**config.mk**
```make
export PLATFORM = sky130hd
export DESIGN_NAME = bch_encode_stream
export DESIGN_NICKNAME = d
export VERILOG_FILES = /design/src/rtl/bch_encode_stream.sv
export SDC_FILE = /design/constraint.sdc
export NUM_CORES = 1
export LEC_CHECK = 0
export CAP_MARGIN = 0
export CORE_MARGIN = 2
export CORE_UTILIZATION = 51
export DETAILED_ROUTE_END_ITERATION = 12
export GPL_ROUTABILITY_DRIVEN = 1
export PLACE_DENSITY = 0.78
export SLEW_MARGIN = 20
export SYNTH_ARGS = -nofsm -noshare
export SYNTH_HDL_FRONTEND = slang
export SYNTH_SLANG_ARGS = --single-unit
```
**constraint.sdc**
```tcl
create_clock -name clk -period 1.5 [get_ports clk]
set_input_delay 0.375 -clock clk [delete_from_list [all_inputs] [get_ports clk]]
set_output_delay 0.375 -clock clk [all_outputs]
set_load 0.01 [all_outputs]
```
**src/rtl/bch_encode_stream.sv**
```systemverilog
// Systematic binary BCH encoder: streams a K-bit message in WIDTH-bit beats, then appends N-K parity beats.
// Optional in_last framing check is compiled in with `define BCH_LAST_CHECK_EN.
module bch_encode_stream #(
    parameter int N                = 15,
    parameter int K                = 7,
    parameter int WIDTH            = 1,
    parameter logic [N-K:0] GEN_POLY = 9'h1D1
) (
    input  logic             clk,
    input  logic             rst,
    input  logic [WIDTH-1:0] in_data,
    input  logic             in_valid,
    input  logic             in_last,
    output logic             in_ready,
    output logic [WIDTH-1:0] out_data,
    output logic             out_valid,
    output logic             out_last,
    input  logic             out_ready,
    output logic             err
);

    localparam int P         = N - K;
    localparam int MSG_BEATS = K / WIDTH;
    localparam int PAR_BEATS = P / WIDTH;
    localparam int MAX_BEATS = (MSG_BEATS > PAR_BEATS) ? MSG_BEATS : PAR_BEATS;
    localparam int CNT_W     = (MAX_BEATS > 1) ? $clog2(MAX_BEATS) : 1;
    localparam logic [CNT_W-1:0] MSG_LAST = CNT_W'(MSG_BEATS - 1);
    localparam logic [CNT_W-1:0] PAR_LAST = CNT_W'(PAR_BEATS - 1);

    generate
        if ((P < 1) || ((K % WIDTH) != 0) || ((P % WIDTH) != 0) || (GEN_POLY[P] != 1'b1)) begin : g_param_check
            $error("bch_encode_stream: K and N-K must be multiples of WIDTH and GEN_POLY[N-K] must be 1");
        end
    endgenerate

    typedef enum logic {
        ST_DATA,
        ST_PARITY
    } state_t;

    state_t           state_reg;
    logic [CNT_W-1:0] cnt_reg;
    logic [P-1:0]     lfsr_reg;
    logic [WIDTH-1:0] out_data_reg;
    logic             out_valid_reg;
    logic             out_last_reg;

    logic             adv;
    logic             accept;
    logic [P-1:0]     lfsr_next;

    // One serial division step per message bit, earliest (MSB) bit first.
    logic [P-1:0] lfsr_chain [WIDTH+1];
    assign lfsr_chain[0] = lfsr_reg;

    genvar gi;
    generate
        for (gi = 0; gi < WIDTH; gi++) begin : g_lfsr_step
            logic fb;
            assign fb                = in_data[WIDTH-1-gi] ^ lfsr_chain[gi][P-1];
            assign lfsr_chain[gi+1]  = (lfsr_chain[gi] << 1) ^ (fb ? GEN_POLY[P-1:0] : '0);
        end
    endgenerate

    assign lfsr_next = lfsr_chain[WIDTH];
    assign adv       = !out_valid_reg || out_ready;
    assign in_ready  = (state_reg == ST_DATA) && adv;
    assign accept    = in_valid && in_ready;

    assign out_data  = out_data_reg;
    assign out_valid = out_valid_reg;
    assign out_last  = out_last_reg;

    always_ff @(posedge clk) begin
        if (rst) begin
            state_reg     <= ST_DATA;
            cnt_reg       <= '0;
            lfsr_reg      <= '0;
            out_data_reg  <= '0;
            out_valid_reg <= 1'b0;
            out_last_reg  <= 1'b0;
        end else if (adv) begin
            out_valid_reg <= 1'b0;
            out_last_reg  <= 1'b0;
            case (state_reg)
                ST_DATA: begin
                    if (in_valid) begin
                        out_data_reg  <= in_data;
                        out_valid_reg <= 1'b1;
                        lfsr_reg      <= lfsr_next;
                        if (cnt_reg == MSG_LAST) begin
                            cnt_reg   <= '0;
                            state_reg <= ST_PARITY;
                        end else begin
                            cnt_reg <= cnt_reg + 1'b1;
                        end
                    end
                end
                ST_PARITY: begin
                    // Shifting parity out leaves the LFSR at zero for the next codeword.
                    out_data_reg  <= lfsr_reg[P-1 -: WIDTH];
                    out_valid_reg <= 1'b1;
                    lfsr_reg      <= lfsr_reg << WIDTH;
                    if (cnt_reg == PAR_LAST) begin
                        out_last_reg <= 1'b1;
                        cnt_reg      <= '0;
                        state_reg    <= ST_DATA;
                    end else begin
                        cnt_reg <= cnt_reg + 1'b1;
                    end
                end
                default: state_reg <= ST_DATA;
            endcase
        end
    end

`ifdef BCH_LAST_CHECK_EN
    logic err_reg;
    assign err = err_reg;

    // Framing is by count only; in_last just reports disagreement.
    always_ff @(posedge clk) begin
        if (rst) begin
            err_reg <= 1'b0;
        end else begin
            err_reg <= accept ? (in_last ^ (cnt_reg == MSG_LAST)) : 1'b0;
        end
    end
`else
    logic unused_in_last;
    logic unused_accept;
    assign unused_in_last = in_last;
    assign unused_accept  = accept;
    assign err            = 1'b0;
`endif

endmodule

```
# Word level (Yosys, flattened, before mapping)
# Cells that the tools add are included.
classes:
  add_sub_neg: 1
  multipliers: 0
  n_div: 0
  magnitude_cmp: 0
  n_eq_ne: 3
  shifts: 0
  muxes: 17
  bitwise_logic: 3
  reduce_logical: 4
op_table:
  columns: ["cell", "count"]
  rows:
  - ["two-way mux 8 bit", 2]
  - ["case mux 8 bit (2 select lines)", 1]
  - ["two-way mux 3 bit", 3]
  - ["bitwise XOR 8 bit", 1]
  - ["two-way mux 1 bit", 7]
  - ["== test 3 bit, second input constant", 2]
  - ["case mux 1 bit (2 select lines)", 3]
  - ["case mux 3 bit (2 select lines)", 1]
  - ["adder 3 x 1 -> 3 bit, second input constant", 1]
  - ["!= test 2 bit, second input constant", 1]
  - ["AND reduction 2 bit", 1]
  - ["logical AND 1 bit", 1]
  - ["zero test 1 bit", 1]
  - ["logical OR 1 bit", 1]
  - ["inverter 1 bit", 1]
  - ["bitwise XOR 1 bit", 1]
word_totals:
  regBits: 15
  latchBits: 0
  mem_bits_rw: 0
  rom_bits: 0
  inputBits: 6
  output_inout_bits: 5
  wordCells: 34
  memories: 0

# Depth between registers and ports, before layout
# Gate-level depths: netlist (run 1).
logic_depth:
  ltp_word: 5
  ltp_mapped: 5
  depth_no_buf: 5

# Least setup slack after synthesis (run 1)
# Ideal clock, no wire load.
synth_timing:
  path_type: "reg2out"
  from: "reg out_valid_reg (netlist: out_valid)"
  to: "out in_ready"
  t_arrival_ns: 0.912
  required_ns: 1.125
  path_slack_ns: 0.213
  path_stages_with_launch: 4
  path_buffers: 1
  path_cell_list: "dfxtp_1 > nor2b_1 > buf_2 > nor2_1"
synth_between:
  elab_chain_cells: 3
synth_rtl:
  columns: ["element", "line", "source"]
  rows:
  - ["start: declaration", "45", "logic out_valid_reg;"]
  - ["start signal: assignment", "80", "out_valid_reg <= 1'b0;"]
  - ["start signal: assignment", "83", "out_valid_reg <= 1'b0;"]
  - ["start signal: assignment", "89", "out_valid_reg <= 1'b1;"]
  - ["zero test 1 bit", "66", "assign adv = !out_valid_reg || out_ready;"]
  - ["logical OR 1 bit", "66", null]
  - ["logical AND 1 bit", "67", "assign in_ready = (state_reg == ST_DATA) && adv;"]
  - ["end: declaration", "14", "output logic in_ready,"]
# Every way passes these cells.

# Worst setup path after layout (run 1)
layout_timing:
  from: "in in_valid"
  to: "reg lfsr_reg[0]"
layout_between:
  elab_chain_cells: 2
layout_rtl:
  columns: ["element", "line", "source"]
  rows:
  - ["start: declaration", "12", "input logic in_valid,"]
  - ["!= test 2 bit (no line)", null, null]
  - ["AND reduction 2 bit (no line)", null, null]
  - ["end signal: assignment", "90", "lfsr_reg <= lfsr_next;"]
  - ["end signal: assignment", "103", "lfsr_reg <= lfsr_reg << WIDTH;"]
  - ["end: declaration", "43", "logic [P-1:0] lfsr_reg;"]
# Every way passes these cells.
# A chain may end at the register's enable or synchronous reset.

==> flow_summary.json, run 1 <==
{
  "max-vdd-ir-drop_mv": 0.6366,
  "number_of_nets_with_antenna_violations_after_detailed_routing": 0,
  "remaining_drc_errors": 0,
  "floorplan.die.width_um": 42.30,
  "fmax_mhz": 695.9,
  "simple_gate_area_share_of_the_yosys_netlist": 0.1773,
  "max_cap_viol_count": 0,
  "io_buffers": 8,
  "multi_input_area_um2": 425.4,
  "finalMaxSlewViolations": 0,
  "timing.critical_path.fanout_max": 5,
  "via_per_inst": 5.699,
  "criticalPathCategory": "in2reg",
  "critPathLaunchType": "primary input",
  "grt_use_total": 0.1948,
  "finalHoldViolCount": 0,
  "routed_wirelength_um": 1606,
  "htree_levels": 1,
  "outcome": "finished, final reports clean",
  "ff2ff_path_depth": 5,
  "crit_arrival_ps": 1650,
  "synth_nets": 100,
  "worst_ep_required_time_ps": 1720,
  "groute.layer.met3.usage": 0.02586,
  "crit_path_end_kind": "register",
  "vias_in_the_first_global_route": 666,
  "mux_contribution_to_synthesized_area": 0.01338,
  "post_synth_inst_count": 90,
  "syn2layout_area_growth_pct": 26.92,
  "critical_path.reg2reg.startpoint": "cnt_reg[0]",
  "static-leakage-power_nw": 0.3770,
  "grt_overflow_total": 0,
  "min_delay_path_depth": 2,
  "cts.root.buffer_cell": "clkbuf_4",
  "rsz0062_at_grt": "no",
  "design_power_total_mw": 0.8094,
  "core_region_area_um2": 1334,
  "starting_density_of_the_core": 0.5610,
  "synth_largest_area_cell": "dfxtp_1",
  "hpwlAfterDp_um": 1121,
  "power_frac_seq": 0.538,
  "worst_clock_skew_ps": 2.693,
  "first_iter_violations": 26,
  "main_flop_type_after_synthesis": "dfxtp_1",
  "worstHoldEndpoint": "out_last",
  "fraction_of_registers_with_async_set_or_reset_after_synthesis": 0,
  "design_area_um2": 949.7,
  "cts_tree": "done",
  "dominant_combinational_cell_family_by_area_after_synthesis": "compound AO/OA/AOI/OAI gates",
  "post_route_cells_drive_above_1_share": 0.2222,
  "worst_hold_startpoint": "out_last",
  "netlist_top_cells_area": "dfxtp_1 (40%), a21oi_1 (10%), o21ai_0 (7.4%)",
  "switching_share_of_power": 0.2587,
  "die_h_um": 42.30,
  "finalSetupViolCount": 0,
  "number_of_enable_flip_flop_cells_after_synthesis": 0,
  "synth_compound_gate_area_share": 0.2625,
  "design.final.nets": 119,
  "synthTopCellsByCount": "a21oi_1 (15), dfxtp_1 (15), o21ai_0 (11)",
  "finish.utilization": 0.7120,
  "synth_top_cell_area_share": 0.4013,
  "cts.sink_count": 15,
  "syn_area_per_cell_um2": 8.314,
  "grtUsageMet1": 0.2573,
  "clk_lat_worst_skew_ps": 280,
  "grt_max_degree": 20,
  "post_drt_wl_per_cell_um": 13.06,
  "postPlaceCellArea_um2": 894.6,
  "placementRows": 13,
  "r2r-end": "state_reg",
  "finalWorstPathRequiredPeriod_ps": 1437,
  "met2_usage": 0.3077,
  "synth_xor_area_frac": 0.01171,
  "ys_types": 29,
  "synthesis.area_um2": 748.2,
  "r2r_slack_ps": 130,
  "synthAdderAreaFrac": 0.06689,
  "insertedDiodeCount": 0,
  "pwr-share-comb": 0.183,
  "layout_worst_path_cycle_share": 0.9580,
  "largest_register_ffs": 8,
  "powerDensity_nw_per_um2": 852.3,
  "p_clk_frac": 0.279,
  "detailedRoute.firstPassIterationCount": 4,
  "regArea_um2": 300.3,
  "floorplan.die_area_um2": 1789,
  "cts_inserted_buffers": 3,
  "ys_seq_elements": 15,
  "ys.warnings.count": 0,
  "grt_pass1_wl_um": 2718,
  "worst_setup_hold_path_clk_slew_ps": 90,
  "fillCellCount": 113,
  "synth-seq-area-share": 0.4013,
  "routed-via-count": 701,
  "min-delay-path-class": "reg2reg",
  "gp_congestion": 0.8151,
  "number_of_antenna_violations_at_the_first_check_in_global_routing": 0,
  "p_sw_mw": 0.2094,
  "grt.busiest_layer": "met2",
  "internal_power_mw": 0.6000,
  "clock_path_buffers": 2,
  "io_pins": 11
}
[what timing repair did]
action / in CTS / in global routing
hold buffers: 0 / 0
setup buffers: 2 / 0
gates cloned: 0 / 0
endpoints found under the hold margin: 0 / 0
endpoints found under the setup margin: 6 / 3
resized for setup: 8 / 4
pin swaps: 1 / 0
[power by group through the flow]
stage	clock network, mW	registers (mW)	logic, mW
after floorplan	0	0.443	0.0793
after detailed placement	0	0.444	0.139
after global routing	0.246	0.438	0.164
after CTS	0.234	0.435	0.143
final	0.226	0.436	0.148
after global placement	0	0.443	0.135
[metrics by stage]
step / TNS (ps) / setup WS [ps] / hold WS, ps / cells
floorplan: 0 / 213.4 / 440.3 / 90
global placement: -2449 / -428.9 / 439.0 / 117
detailed placement: -2630 / -422.4 / 450.9 / 117
CTS: 0 / 43.05 / 460.2 / 123
global route: 0 / 6.937 / 504.9 / 123
finish: 0 / 62.96 / 456.6 / 123
[layout make-up]
| cell class | instances | area share |
|---|---|---|
| Multi-Input combinational cell | 65 | 0.4480 |
| Inverter | 3 | 0.01186 |
| Timing Repair Buffer | 21 | 0.1765 |
| Sequential cell | 15 | 0.3162 |
| Clock buffer | 4 | 0.02767 |
| Tap cell | 15 | 0.01976 |
[how the worst max path moves through the flow]
stage	startpoint	endpoint	slack, ps
after floorplan	out_valid	in_ready	210
after global placement	out_ready	in_ready	-430
after detailed placement	out_ready	in_ready	-420
after CTS	out_valid	in_ready	40
after global routing	in_data	lfsr_reg[4]	7
final	in_valid	lfsr_reg[0]	60
[kinds of logic after synthesis]
family	Yosys count
AND/OR/NAND/NOR	24
adder cells (fa/ha/maj)	4
AO/OA/AOI/OAI	34
buffers and inverters	10
XOR/XNOR	1
flip-flops	15
multiplexers	1
other	1
[worst max-delay path: stages]
cell             delay [ps]
clkdlybuf4s50_1         540
nor2_2                   90
or4_4                   490
a21oi_2                 160
[cell usage in the layout (no fill, tap or decap), drive strengths merged]
master         netlist  routed
dfxtp               15      15
a21oi               15      15
buf                  4      13
o21ai               11      11
nand3                5       5
clkbuf               3       5
or3                  4       4
ha                   4       4
dlygate4sd2          0       4
nor2                 4       4
inv                  3       3
clkdlybuf4s50        0       3
a311oi               3       3
nand2b               2       2
or2                  2       2
nand2                2       2
nor2b                1       1
xnor2                1       1
or4                  1       1
and2                 1       1
o32ai                1       1
a21boi               1       1
o211ai               1       1
or4b                 1       1
o2111ai              1       1
mux2i                1       1
a211oi               1       1
nor3                 1       1
conb                 1       1
[layer usage]
layer	vias to the layer above	share of wire
li1	360	-
met1	314	0.45
met2	23	0.47
met3	4	0.055
met4	0	0.015
met5	-	0
Note: power is estimated with default switching activity, not from simulation.
==> inputs of run 2 (changes only) <==
- CORE_UTILIZATION: 51 -> 47
- PLACE_DENSITY: 0.78 -> 0.73
==> run 2 against run 1 <==
Against the previous run:
- sequential share of layout area decreased by 0.25 points
- wire length increased by 1.4%
- largest cell class unchanged
- critical endpoint unchanged
- flip-flop and latch count unchanged
- sequential power about the same
- combinational power about the same
==> flow_summary.json, run 2 (same netlist as run 1, synthesis figures left out) <==
{
  "outcome": "finished, final reports clean",
  "finalSetupViolCount": 0,
  "cts_inserted_buffers": 3,
  "syn2layout_area_growth_pct": 27.93,
  "min-delay-path-class": "reg2reg",
  "io_buffers": 8,
  "cts.sink_count": 15,
  "post_route_cells_drive_above_1_share": 0.2243,
  "io_pins": 11,
  "worst_clock_skew_ps": 5.741,
  "cts-hold-fix-buffers": 0,
  "number_of_nets_with_antenna_violations_after_detailed_routing": 0,
  "die_h_um": 43.90,
  "critPathLaunchType": "primary input",
  "design.final.nets": 118,
  "floorplan.die_area_um2": 1927,
  "grt_overflow_total": 0,
  "cts.root.buffer_cell": "clkbuf_4",
  "layout_common_cells": "dfxtp_1 (15), a21oi_1 (14), o21ai_0 (11), buf_4 (11), nand3_1 (5)",
  "detailedRoute.firstPassIterationCount": 4,
  "clock_path_buffers": 2,
  "worst_ep_required_time_ps": 1720,
  "clk_lat_worst_skew_ps": 280,
  "design_area_um2": 957.2,
  "core_region_area_um2": 1506,
  "starting_density_of_the_core": 0.4967,
  "finalMaxSlewViolations": 0,
  "instances_no_fill": 123,
  "largest_register_ffs": 8,
  "grt_pass1_wl_um": 2739,
  "cts_tree": "done",
  "max-vdd-ir-drop_mv": 0.6717,
  "grt_use_total": 0.1915,
  "rsz0062_at_grt": "no",
  "remaining_drc_errors": 0,
  "postPlaceCellArea_um2": 900.9,
  "insertedDiodeCount": 0,
  "crit_arrival_ps": 1650,
  "routed_wirelength_um": 1629,
  "fillCellCount": 142,
  "fmax_mhz": 702.0,
  "static-leakage-power_nw": 0.3883,
  "regArea_um2": 300.3,
  "worst_setup_hold_path_clk_slew_ps": 90,
  "timing.critical_path.fanout_max": 7,
  "vias_in_the_first_global_route": 640,
  "powerDensity_nw_per_um2": 847.4,
  "finalWorstPathRequiredPeriod_ps": 1424,
  "max_cap_viol_count": 0,
  "dp_cells": 117,
  "via_per_inst": 5.626,
  "layout_worst_path_cycle_share": 0.9496,
  "hpwlAfterDp_um": 1099,
  "multi_input_area_um2": 421.7,
  "first_iter_violations": 14,
  "final_common_cell": "dfxtp_1",
  "htree_levels": 1,
  "floorplan.die.width_um": 43.90,
  "grt_max_degree": 16,
  "post_drt_wl_per_cell_um": 13.24,
  "crit_path_end_kind": "register",
  "gp_congestion": 0.7840,
  "criticalPathCategory": "in2reg",
  "finalHoldViolCount": 0,
  "placementRows": 14,
  "routed-via-count": 692,
  "number_of_antenna_violations_at_the_first_check_in_global_routing": 0
}
-- run 2: changes by cell type in the layout (fill, tap and decap cells not counted), sizes merged --
cell and delta:
clkbuf -2, dlymetal6s2s +1, clkinv +1, dlygate4sd2 -1
-- run 2: critical path, stage by stage --
cell and delay, ps:
clkdlybuf4s50_1 520, nor2_2 90, or4_4 500, a21oi_2 160
-- run 2: power breakdown --
part	internal (mW)	leakage [nW]	switching [mW]
Combinational	0.0774	0.248	0.0704
Clock	0.0990	0.0177	0.128
Sequential	0.420	0.123	0.0162
Total	0.596	0.388	0.215
-- run 2: stage by stage --
stage	power [mW]	worst slack [ps]	util	setup TNS (ps)	hold slack, ps
detailed placement	0.5840	-405.8	0.5980	-2355	461.7
floorplan	0.5222	213.4	-	0	440.3
global placement	0.5793	-406.4	0.5980	-2242	445.3
global route	0.8553	22.51	0.6354	0	496.4
CTS	0.8100	-17.56	0.6229	-17.56	473.8
finish	0.8111	75.55	0.6354	0	464.5
-- run 2: layer usage --
layer / GRT usage / share of wire
met5: 0 / 0
met4: 0.07273 / 0.018
met3: 0.03750 / 0.026
met2: 0.3029 / 0.46
met1: 0.2557 / 0.49
-- run 2: worst paths after layout --
check,startpoint,endpoint,slack (ps),cells past startpoint
setup reg to reg,cnt_reg[1],state_reg,130,4
hold reg to reg,out_last,out_last,460,2
hold / removal,out_last,out_last,460,2
setup / recovery,in_valid,lfsr_reg[0],80,4
-- run 2: what timing repair did --
item | CTS | global route
buffers inserted | 2 | 0
pin swaps | 0 | 1
gates resized for setup | 8 | 5
endpoints found under the setup margin | 5 | 7
-- run 2: area by class of cell --
class,instances,share of cell area
clock inverters,1,0.005229
flip-flops and latches,15,0.3137
well taps,16,0.02092
repair buffers,20,0.1843
clock buffers,3,0.02353
multi-input cells,65,0.4405
inverters,3,0.01176
==> inputs of run 3 (changes only) <==
- CORE_MARGIN: 2 -> not set
==> run 3 against run 2 <==
Against the previous run:
- clock power increased by 4%
- cell count decreased by 1.6%
- worst setup slack improved by 2.0 ps
- utilization decreased by 1.6 points
- fmax increased by 0.14%
- sequential share of layout area increased by 1.2 points
- non-clock buffer count decreased by 2
- highest routed layer unchanged
==> flow_summary.json, run 3 (same netlist as run 1, synthesis figures left out) <==
{
  "fmax_mhz": 703.0,
  "p_sw_mw": 0.2184,
  "design_area_um2": 922.1,
  "worst_setup_hold_path_clk_slew_ps": 90,
  "insertedDiodeCount": 0,
  "instances_no_fill": 121,
  "crit_arrival_ps": 1630,
  "max-vdd-ir-drop_mv": 0.7257,
  "outcome": "finished, final reports clean",
  "worst_setup_path_endpoint": "lfsr_reg[4]",
  "power_frac_seq": 0.541,
  "cts_inserted_buffers": 3,
  "cts.sink_count": 15,
  "worst_hold_slack_ps": 475.0,
  "setup.worst_path.start": "in_data",
  "die_h_um": 41.90,
  "grt_use_total": 0.2016,
  "critical_path.reg2reg.startpoint": "cnt_reg[0]",
  "post_route_cells_drive_above_1_share": 0.1810,
  "internal_power_mw": 0.5861,
  "io_buffers": 8,
  "finalSetupViolCount": 0,
  "clock_path_buffers": 2,
  "switching_share_of_power": 0.2715,
  "critPathLaunchType": "primary input",
  "largest_register_ffs": 8,
  "first_iter_violations": 31,
  "finalWorstPathRequiredPeriod_ps": 1422,
  "finalMaxSlewViolations": 0,
  "layout_common_cells": "a21oi_1 (15), dfxtp_1 (15), o21ai_0 (11), buf_4 (9), nand3_1 (5)",
  "design_power_total_mw": 0.8045,
  "cts.root.buffer_cell": "clkbuf_4",
  "floorplan.die_area_um2": 1756,
  "r2r-end": "state_reg",
  "postPlaceCellArea_um2": 888.4,
  "p_clk_frac": 0.293,
  "vias_in_the_first_global_route": 635,
  "htree_levels": 1,
  "finish.utilization": 0.6193,
  "timing.critical_path.fanout_max": 7,
  "clk_lat_worst_skew_ps": 290,
  "floorplan.die.width_um": 41.90,
  "dp_cells": 117,
  "rsz0062_at_grt": "no",
  "r2r_slack_ps": 140,
  "detailedRoute.firstPassIterationCount": 4,
  "finalHoldViolCount": 0,
  "ff2ff_path_depth": 5,
  "grt_pass1_wl_um": 2704,
  "post_drt_wl_per_cell_um": 13.20,
  "design.final.nets": 116,
  "layout_worst_path_cycle_share": 0.9483,
  "remaining_drc_errors": 0,
  "worst_clock_skew_ps": 4.320,
  "io_pins": 11,
  "static-leakage-power_nw": 0.3661,
  "grt_overflow_total": 0,
  "routed-via-count": 691,
  "pwr-share-comb": 0.166,
  "setup-tns-final_ps": 0,
  "via_per_inst": 5.711,
  "starting_density_of_the_core": 0.5025,
  "placementRows": 14,
  "number_of_nets_with_antenna_violations_after_detailed_routing": 0,
  "criticalPathCategory": "in2reg",
  "powerDensity_nw_per_um2": 872.4,
  "max_cap_viol_count": 0,
  "hpwlAfterDp_um": 1136,
  "routed_wirelength_um": 1597,
  "grt_max_degree": 16,
  "number_of_antenna_violations_at_the_first_check_in_global_routing": 0,
  "finalWorstSetupSlack_ps": 77.52,
  "min-delay-path-class": "reg2reg",
  "cts_tree": "done",
  "syn2layout_area_growth_pct": 23.24,
  "crit_path_end_kind": "register",
  "place_ws_ps": -400.8,
  "core_region_area_um2": 1489,
  "worst_ep_required_time_ps": 1710,
  "gp_congestion": 0.8439
}
==> run 3: critical path, stage by stage <==
cell and delay [ps]:
clkdlybuf4s50_1 440, xnor2_1 200, or3_1 350, a311oi_2 260
==> run 3: cell type report <==
class | instances | area [um2]
well taps | 16 | 20.02
clock inverters | 1 | 5.005
clock buffers | 3 | 22.52
inverters | 3 | 11.26
fillers | 138 | 566.8
flip-flops and latches | 15 | 300.3
multi-input cells | 65 | 410.4
repair buffers | 18 | 152.6
==> run 3: timing repair <==
| item | 4_1_cts | 5_1_grt |
|---|---|---|
| setup buffers | 0 | 0 |
| endpoints found under the hold margin | 0 | 0 |
| setup endpoints to repair | 4 | 5 |
| hold buffers | 0 | 0 |
| gates resized for setup | 8 | 3 |
==> run 3: power groups by stage <==
stage / clock (mW) / combinational (mW) / sequential [mW]
final: 0.235 / 0.133 / 0.436
after global routing: 0.250 / 0.150 / 0.438
after CTS: 0.243 / 0.130 / 0.435
after detailed placement: 0 / 0.131 / 0.445
after global placement: 0 / 0.130 / 0.444
after floorplan: 0 / 0.0793 / 0.443
==> run 3: worst min path at each step <==
stage	endpoint	slack, ps	depth (start not counted)	start
after floorplan	lfsr_reg[1]	440	2	lfsr_reg[0]
after global placement	out_last	440	2	out_last
after detailed placement	lfsr_reg[1]	460	2	lfsr_reg[0]
after CTS	lfsr_reg[1]	470	2	lfsr_reg[0]
after global routing	lfsr_reg[2]	500	2	lfsr_reg[1]
final	lfsr_reg[1]	480	2	lfsr_reg[0]
==> run 3: per-layer routing <==
| layer | part of all wire | track usage | vias to the layer above |
|---|---|---|---|
| li1 | - | - | 353 |
| met3 | 0.038 | 0.03478 | 2 |
| met1 | 0.49 | 0.2732 | 321 |
| met5 | 0 | 0 | - |
| met4 | 0.016 | 0.1226 | 0 |
| met2 | 0.45 | 0.2969 | 15 |
